### config.mk
export PLATFORM = sky130hd
export DESIGN_NAME = hazard_stall_ctrl
export DESIGN_NICKNAME = d
export VERILOG_FILES = /design/src/rtl/mips_pkg.sv /design/src/rtl/hazard_detect.sv /design/src/rtl/hazard_stall_ctrl.sv
export SDC_FILE = /design/constraint.sdc
export NUM_CORES = 1
export LEC_CHECK = 0
export BUFFER_PORTS_ARGS = -buffer_cell sky130_fd_sc_hd__buf_4
export CAP_MARGIN = 10
export CORE_MARGIN = 3
export CORE_UTILIZATION = 32
export DETAILED_ROUTE_END_ITERATION = 16
export PLACE_DENSITY = 0.54
export SLEW_MARGIN = 25
export SYNTH_ARGS = -nofsm -noshare
export SYNTH_HDL_FRONTEND = slang
export SYNTH_SLANG_ARGS = --single-unit
### constraint.sdc
create_clock -name clk -period 2 [get_ports clk]
set_input_delay 0.3 -clock clk [delete_from_list [all_inputs] [get_ports clk]]
set_output_delay 0.3 -clock clk [all_outputs]
set_load 0.1 [all_outputs]
### src/rtl/mips_pkg.sv
// Shared definitions for the 5-stage MIPS core: opcodes used by decode and
// hazard logic, plus the pipeline sequencing states.
package mips_pkg;

    localparam logic [5:0] R_TYPE = 6'b000000;
    localparam logic [5:0] LW     = 6'b100011;
    localparam logic [5:0] SW     = 6'b101011;
    localparam logic [5:0] BEQ    = 6'b000100;
    localparam logic [5:0] ADDI   = 6'b001000;
    localparam logic [5:0] ANDI   = 6'b001100;
    localparam logic [5:0] ORI    = 6'b001101;
    localparam logic [5:0] SLTI   = 6'b001010;

    typedef enum logic [1:0] {
        RUN      = 2'd0,
        MEM_WAIT = 2'd1,
        ERROR    = 2'd2
    } state_t;

endpackage

### src/rtl/hazard_detect.sv
// Combinational load-use hazard detection between the ID stage and a lw in ID/EX.
module hazard_detect
    import mips_pkg::*;
(
    input  logic [5:0] id_opcode,
    input  logic [4:0] id_rs,
    input  logic [4:0] id_rt,
    input  logic       idex_memread,
    input  logic [4:0] idex_rt,
    output logic       load_use
);

    logic uses_rt;

    always_comb begin
        // Only these formats actually read rt as a source operand.
        uses_rt  = (id_opcode == R_TYPE) || (id_opcode == SW) || (id_opcode == BEQ);
        load_use = idex_memread && (idex_rt != 5'd0) &&
                   ((idex_rt == id_rs) || (uses_rt && (idex_rt == id_rt)));
    end

endmodule

### src/rtl/hazard_stall_ctrl.sv
// Pipeline sequencing controller: per-cycle stall, freeze and flush decisions
// for the PC and the four pipeline registers, with memory-wait timeout.
module hazard_stall_ctrl
    import mips_pkg::*;
#(
    parameter int MEM_TIMEOUT = 16,
    parameter int CNT_W       = 16
) (
    input  logic             clk,
    input  logic             reset,
    input  logic [5:0]       id_opcode,
    input  logic [4:0]       id_rs,
    input  logic [4:0]       id_rt,
    input  logic             idex_memread,
    input  logic [4:0]       idex_rt,
    input  logic             exmem_branch_taken,
    input  logic             mem_req,
    input  logic             mem_ready,
    output logic             pc_write,
    output logic             ifid_write,
    output logic             ifid_flush,
    output logic             idex_write,
    output logic             idex_flush,
    output logic             exmem_write,
    output logic             exmem_flush,
    output logic             memwb_bubble,
    output logic             mem_error,
    output logic [CNT_W-1:0] stall_cycles
);

    localparam int WAIT_W = (MEM_TIMEOUT > 1) ? $clog2(MEM_TIMEOUT) : 1;
    localparam logic [WAIT_W-1:0] WAIT_LAST = WAIT_W'(MEM_TIMEOUT - 1);

    state_t            state, next_state;
    logic [WAIT_W-1:0] wait_cnt, wait_next;
    logic              load_use;
    logic              freeze;
    logic              hold;
    logic              advance;

    hazard_detect u_hazard_detect (
        .id_opcode    (id_opcode),
        .id_rs        (id_rs),
        .id_rt        (id_rt),
        .idex_memread (idex_memread),
        .idex_rt      (idex_rt),
        .load_use     (load_use)
    );

    assign freeze = mem_req && !mem_ready;

    always_ff @(posedge clk or posedge reset) begin
        if (reset) begin
            state    <= RUN;
            wait_cnt <= '0;
        end else begin
            state    <= next_state;
            wait_cnt <= wait_next;
        end
    end

    always_comb begin
        next_state   = state;
        wait_next    = wait_cnt;
        hold         = 1'b0;
        advance      = 1'b0;
        pc_write     = 1'b1;
        ifid_write   = 1'b1;
        ifid_flush   = 1'b0;
        idex_write   = 1'b1;
        idex_flush   = 1'b0;
        exmem_write  = 1'b1;
        exmem_flush  = 1'b0;
        memwb_bubble = 1'b0;
        mem_error    = 1'b0;

        case (state)
            RUN: begin
                if (freeze) begin
                    hold       = 1'b1;
                    next_state = MEM_WAIT;
                    wait_next  = WAIT_W'(1);
                end else begin
                    advance = 1'b1;
                end
            end
            MEM_WAIT: begin
                if (mem_ready) begin
                    advance    = 1'b1;
                    next_state = RUN;
                    wait_next  = '0;
                end else if (wait_cnt == WAIT_LAST) begin
                    hold       = 1'b1;
                    next_state = ERROR;
                end else begin
                    hold      = 1'b1;
                    wait_next = wait_cnt + 1'b1;
                end
            end
            default: begin
                hold      = 1'b1;
                mem_error = 1'b1;
            end
        endcase

        // A taken branch stays parked in EX/MEM while frozen, so it is only
        // acted on once the pipeline is allowed to advance.
        if (hold) begin
            pc_write     = 1'b0;
            ifid_write   = 1'b0;
            idex_write   = 1'b0;
            exmem_write  = 1'b0;
            memwb_bubble = 1'b1;
        end else if (advance && exmem_branch_taken) begin
            ifid_flush  = 1'b1;
            idex_flush  = 1'b1;
            exmem_flush = 1'b1;
        end else if (advance && load_use) begin
            pc_write   = 1'b0;
            ifid_write = 1'b0;
            idex_flush = 1'b1;
        end

        if (reset) begin
            pc_write     = 1'b0;
            ifid_write   = 1'b0;
            ifid_flush   = 1'b0;
            idex_write   = 1'b0;
            idex_flush   = 1'b1;
            exmem_write  = 1'b0;
            exmem_flush  = 1'b0;
            memwb_bubble = 1'b1;
            mem_error    = 1'b0;
        end
    end

    always_ff @(posedge clk or posedge reset) begin
        if (reset) begin
            stall_cycles <= '0;
        end else if (!pc_write && (stall_cycles != '1)) begin
            stall_cycles <= stall_cycles + 1'b1;
        end
    end

endmodule

==> impl_metrics.tcl, run 1 <==
set metrics [dict create \
    num_vias 1303 \
    critPathTopFamily "compound AO/OA/AOI/OAI gates" \
    core_um2 4086 \
    ys.flop_type "dfrtp_1" \
    crit_arrival_ps 1720 \
    drc 0 \
    cp_max_fo 5 \
    cap_violations 0 \
    grt_busiest_layer "met2" \
    yosys_warnings 0 \
    yosysMostFrequentCell "dfrtp_1" \
    final_cells 262 \
    antenna_found_initial 0 \
    htree_levels 1 \
    ys_seq_elements 22 \
    synth_cells 145 \
    fp.dieH_um 71.73 \
    rsz0062_at_grt "true" \
    powerDensity_nw_per_um2 1302 \
    drt-pass1-iter-count 4 \
    max_freq_mhz 494.3 \
    gp_congestion 0.8331 \
    synth_top_area_share_pct 39.82 \
    die-area_um2 5145 \
    syn_avg_cell_area_um2 9.535 \
    grt_pass1_wl_um 5858 \
    p_leak_nw 0.9869 \
    antenna_left 0 \
    drt-initial-drc-count 52 \
    path_clk_slew_ps 80 \
    io_buffer_count 51 \
    tightestPinTransition_ps 420.4 \
    setup_slack_ps -23.03 \
    antennaDiodeCount 0 \
    min_path_type "in2async" \
    clk-insertion-delay-late_ps 260 \
    synth.yosys.seq_area_share_pct 39.82 \
    reg2reg_slack_ps 70 \
    dp_hpwl_um 2786 \
    dp_slack_ps -130.8 \
    skew_ps 10.37 \
    start_util_pct 33.83 \
    async_flop_share_pct 100.0 \
    gr-total-overflow 0 \
    end_kind "primary output" \
    period_share_pct 101.2 \
    met1_usage_pct 17.20 \
    clock-root-buffer "clkbuf_8" \
    cp_cell_sequence "buf_8 -> or4_4 -> o21ai_4 -> o41ai_4 -> a21oi_4 -> buf_12" \
    postLayoutCellArea_um2 2137 \
    nFillCells 386 \
    grt_pass1_vias 1250 \
    area_growth_pct 54.57 \
    grt_max_degree 23 \
    max-vdd-ir-drop_mv 0.7084 \
    cp_slowest_cell "or4_4" \
    syn_nets 174 \
    syn-cell-area_um2 1383 \
    hold_viol 0 \
    post-route-min-period_ps 2023 \
    r2r_start "state[0]$_DFFE_PP0P_" \
    clk_path_buf_depth 2 \
    holdBufCountCts 0 \
    synth_area_leader_cell "dfrtp_1" \
    synth-edff-count 0 \
    rows 23 \
    met3_usage_pct 3.086 \
    status "finished with violations" \
    pin_count 52 \
    drv_slew 0 \
    synth_area_leaders "dfrtp_1, xor2_1, xnor2_1" \
    violations "setup timing" \
    numClockSinks 22 \
    grt_usage_pct 14.06 \
    routedWlPerCell_um 13.71 \
    finalSetupViolCount 3 \
    use_met2_pct 26.02 \
    crit_required_ps 1700 \
    max_stage_delay_ps 530 \
    max_slew_margin_pct 71.58 \
    dp.cells 254 \
    numCtsBuffers 3 \
    reg2regPathDepth 8 \
    critPathBufInv 2 \
    synth.distinct_cells 40 \
    die_w_um 71.73 \
    layout-drive-gt1-share_pct 45.28 \
    wl_um 3592 \
    start_kind "input pin" \
    critPathKind "in2out" \
    yosys-top-cells-count "dfrtp_1, nor2_1, xor2_1" \
    fin_nets 242 \
    avgViaCountPerCell 4.973 \
    placed_area_um2 1912 \
    r2r_end "stall_cycles[1]$_DFFE_PP0P_" \
    cts_tree "done" \
]
kinds of logic after synthesis:
| group | share of synthesized area (%) |
|---|---|
| and+or+nand+nor | 26.70 |
| xor gates and xnor gates | 14.57 |
| DFF | 39.82 |
| AOI/OAI and AO/OA | 11.40 |
| buffers and inverters | 3.529 |
| muxes | 2.172 |
| adders and majority gates | 1.810 |
worst reg2reg max path: stages, from the launching register on:
cell and delay (ps):
dfrtp_1 420, o21ba_4 220, nor3_4 170, o41ai_4 130
a21oi_4 250, buf_4 160, buf_4 150, nor2b_2 60
mux2_4 290
metrics by stage:
stage	util (%)	TNS, ps	power [mW]	hold slack (ps)
after floorplan	-	-11080	2.021	289.2
after global placement	46.79	-617.7	2.417	405.1
after detailed placement	46.79	-867.6	2.432	406.1
after CTS	51.10	-108.7	2.789	115.7
after global routing	52.30	-384.4	2.924	141.5
final	52.30	-63.00	2.782	110.5
state kept, by name, indices dropped and copies added, names as in the netlist:
name and cells:
stall_cycles 16, wait_cnt 4, state 2
worst max-delay path by stage:
stage	startpoint	end	slack, ps	cells past startpoint
floorplan	state[0]$_DFFE_PP0P_	pc_write	-730	6
global route	idex_rt[4]	pc_write	-80	6
CTS	idex_rt[4]	idex_flush	-40	7
global placement	id_opcode[1]	idex_flush	-100	8
finish	idex_rt[4]	pc_write	-20	6
detailed placement	idex_rt[0]	stall_cycles[1]$_DFFE_PP0P_	-130	8
layout by cell type, fill, tap and decap left out, drive strengths merged:
master,instances
mux2,2
o31ai,1
xor2,14
inv,3
nor3,7
buf,68
a21boi,2
and3,5
nand2b,3
ha,2
a21o,1
a21oi,5
and2,1
o41ai,1
nor4,3
o21bai,2
o21ba,1
nor2b,3
or3,1
and4b,1
or4,1
dfrtp,22
xnor2,9
nor4b,2
nor2,14
a31oi,1
o21ai,6
or2,1
clkbuf,4
nand2,12
nand3,7
a32o,1
nand4,6
area by class of cell:
| class | count | area, um2 | area share [%] |
|---|---|---|---|
| multi-input cells | 115 | 887.1 | 41.51 |
| well taps | 50 | 62.56 | 2.927 |
| inverters | 3 | 11.26 | 0.5269 |
| clock buffers | 4 | 55.05 | 2.576 |
| flip-flops and latches | 22 | 550.5 | 25.76 |
| repair buffers | 68 | 570.5 | 26.70 |
report_power, final:
part           leakage (nW)  internal [mW]  switching [mW]
combinational         0.693          0.449            1.27
clock                0.0288          0.175           0.141
sequential            0.265          0.587           0.160
metal layers:
| metal | share of wire (%) | wire length (um) |
|---|---|---|
| met1 | 40 | 1454 |
| met2 | 55 | 1984 |
| met3 | 4.0 | 143 |
| met4 | 0.28 | 10 |
| met5 | 0 | 0 |
timing repair:
| item | 4_1_cts | 5_1_grt |
|---|---|---|
| cloned | 0 | 0 |
| buffers inserted | 4 | 0 |
| pin swaps | 8 | 6 |
| gates resized for setup | 20 | 8 |
| endpoints found under the setup margin | 3 | 12 |
Power figures use the tool's default switching activity.
==> inputs of run 2 (changes only) <==
ABC_AREA = 1   (was default)
PLACE_DENSITY = 0.53   (was 0.54)
==> run 2 against run 1 <==
Against the previous run:
- the run now ends clean
- power fell by 70%
- non-clock buffer count rose by 2
- global-route usage rose by 0.096 points
- sequential share of layout area fell by 2.1 points
- via count rose by 27%
- wire length rose by 17%
- fmax rose by 3.0%
- largest cell class unchanged
- largest power group is now sequential cells
==> impl_metrics.tcl, run 2 <==
set metrics [dict create \
    avgViaCountPerCell 4.504 \
    drt-initial-drc-count 92 \
    clk_path_buf_depth 2 \
    skew_ps 11.40 \
    yosys-top-cells-count "nand2_1, nand3_1, inv_1" \
    wl_um 4200 \
    synth_area_leaders "dfrtp_1, nand2_1, nand3_1" \
    drc 0 \
    antenna_found_initial 0 \
    grt_pass1_wl_um 7051 \
    grt_max_degree 24 \
    rows 25 \
    final_cell_mix "nand2_1, buf_4, nand3_1" \
    largest_reg_flops 16 \
    synth_area_leader_cell "dfrtp_1" \
    period_share_pct 98.20 \
    drv_slew 0 \
    ys.flop_type "dfrtp_1" \
    num_vias 1653 \
    max-vdd-ir-drop_mv 0.2275 \
    async_flop_share_pct 100.0 \
    cts_tree "done" \
    start_kind "flop" \
    post-route-min-period_ps 1964 \
    hold_viol 0 \
    start_util_pct 33.61 \
    gr-total-overflow 0 \
    io_buffer_count 51 \
    antenna_left 0 \
    cap_violations 0 \
    yosysMostFrequentCell "nand2_1" \
    tightestPinTransition_ps 400.1 \
    cp_max_fo 3 \
    hold_ws_ps 201.3 \
    min_path_type "in2async" \
    grt_usage_pct 14.15 \
    max_stage_delay_ps 370 \
    grt_pass1_vias 1574 \
    rsz0062_at_grt "true" \
    clk-insertion-delay-late_ps 260 \
    synth.distinct_cells 31 \
    numClockSinks 22 \
    top_register "stall_cycles" \
    antennaDiodeCount 0 \
    cp_num_cells 9 \
    reg2reg_slack_ps 140 \
    synth_top_area_share_pct 34.00 \
    fin_nets 331 \
    syn_nets 262 \
    fp.dieH_um 77.13 \
    powerDensity_nw_per_um2 361.4 \
    synth_cells 233 \
    critPathKind "reg2out" \
    critPathBufInv 5 \
    clock-root-buffer "clkbuf_8" \
    reg2regPathDepth 7 \
    numCtsBuffers 3 \
    area_growth_pct 43.97 \
    finalSetupViolCount 0 \
    die-area_um2 5949 \
    status "complete, no violations" \
    ys_seq_elements 22 \
    path_clk_slew_ps 80 \
    cp_cell_sequence "inv_1 -> nor2_1 -> inv_2 -> o21ai_4 -> nand2_8 -> clkinvlp_4 -> nand2_4 -> clkinvlp_4 -> buf_12" \
    p_leak_nw 1.266 \
    syn-cell-area_um2 1619 \
    critPathTopFamily "buffers and inverters" \
    gp_congestion 0.8018 \
    yosys_warnings 0 \
    end_kind "primary output" \
    crit_required_ps 1700 \
    synth.yosys.seq_area_share_pct 34.00 \
    max_freq_mhz 509.1 \
    crit_arrival_ps 1660 \
    dp.cells 354 \
    core_um2 4817 \
    cp_slowest_cell "dfrtp_1" \
    layout-drive-gt1-share_pct 30.00 \
    nFillCells 521 \
    holdBufCountCts 0 \
    layout_commonest_cell "nand2_1" \
    final_cells 367 \
    drt-pass1-iter-count 4 \
    synth-edff-count 0 \
    routedWlPerCell_um 11.44 \
    max_slew_margin_pct 73.08 \
    die_w_um 77.13 \
    syn_avg_cell_area_um2 6.949 \
    tns_ps 0 \
    dp_hpwl_um 3174 \
    crit_top_cell "clkinvlp_4" \
    largestRegisters "stall_cycles x16, wait_cnt x4, state x2" \
    pin_count 52 \
    htree_levels 1 \
]
run 2: cell families after synthesis:
| kind of cell | Yosys count | share of synthesized area [%] |
|---|---|---|
| AO/OA/AOI/OAI | 9 | 3.323 |
| buffers and inverters | 36 | 9.659 |
| adder cells (fa/ha/maj) | 2 | 1.545 |
| flip-flops | 22 | 34.00 |
| XOR/XNOR | 18 | 9.737 |
| AND/OR/NAND/NOR | 146 | 41.73 |
run 2: final cells by class:
cell class	instances	area [um2]	area share, %
Tap cell	67	83.83	3.596
Inverter	30	123.9	5.314
Multi-Input combinational cell	175	964.7	41.38
Timing Repair Buffer	70	566.8	24.32
Clock buffer	3	41.29	1.771
Sequential cell	22	550.5	23.62
run 2: where the power goes:
group	total (mW)	internal (mW)	leakage [nW]	switching, mW
combinational	0.120	0.0558	0.967	0.0646
sequential	0.444	0.444	0.277	0
clock	0.278	0.134	0.0216	0.143
total	0.842	0.635	1.27	0.208
run 2: what timing repair did:
action / CTS / global route
pin swaps: 2 / 5
setup endpoints to repair: 2 / 21
gates resized for setup: 7 / 6
setup buffers: 2 / 8
run 2: stage by stage:
step / util (%) / setup slack, ps / power (mW) / instance area [um2]
floorplan: - / -1044 / 0.5110 / 1700
global placement: 44.83 / 34.99 / 0.5721 / 2160
detailed placement: 44.83 / 39.02 / 0.5715 / 2160
CTS: 46.60 / 7.407 / 0.8533 / 2245
global route: 48.39 / -55.33 / 0.8907 / 2331
finish: 48.39 / 35.91 / 0.8424 / 2331
run 2: worst min-delay path: stages:
cell        delay, ps
buf_4             130
clkinvlp_4        110
buf_4             320
run 2: layer usage:
metal  up-vias  track usage [%]  wire length, um
li1        866                -                -
met3         2            2.934              187
met2        38            24.01             2078
met1       747            18.85             1919
met4         0            2.135               15
met5         -                0                0
run 2: path summary, 6_finish.rpt:
| path | from | to |
|---|---|---|
| max | state[0]$_DFFE_PP0P_ | pc_write |
| min | reset | stall_cycles[5]$_DFFE_PP0P_ |
| max reg2reg | stall_cycles[0]$_DFFE_PP0P_ | stall_cycles[2]$_DFFE_PP0P_ |
| min reg2reg | state[0]$_DFFE_PP0P_ | state[0]$_DFFE_PP0P_ |
| max in group asynchronous | reset | stall_cycles[13]$_DFFE_PP0P_ |
| min in group clk | mem_ready | wait_cnt[0]$_DFFE_PP0P_ |
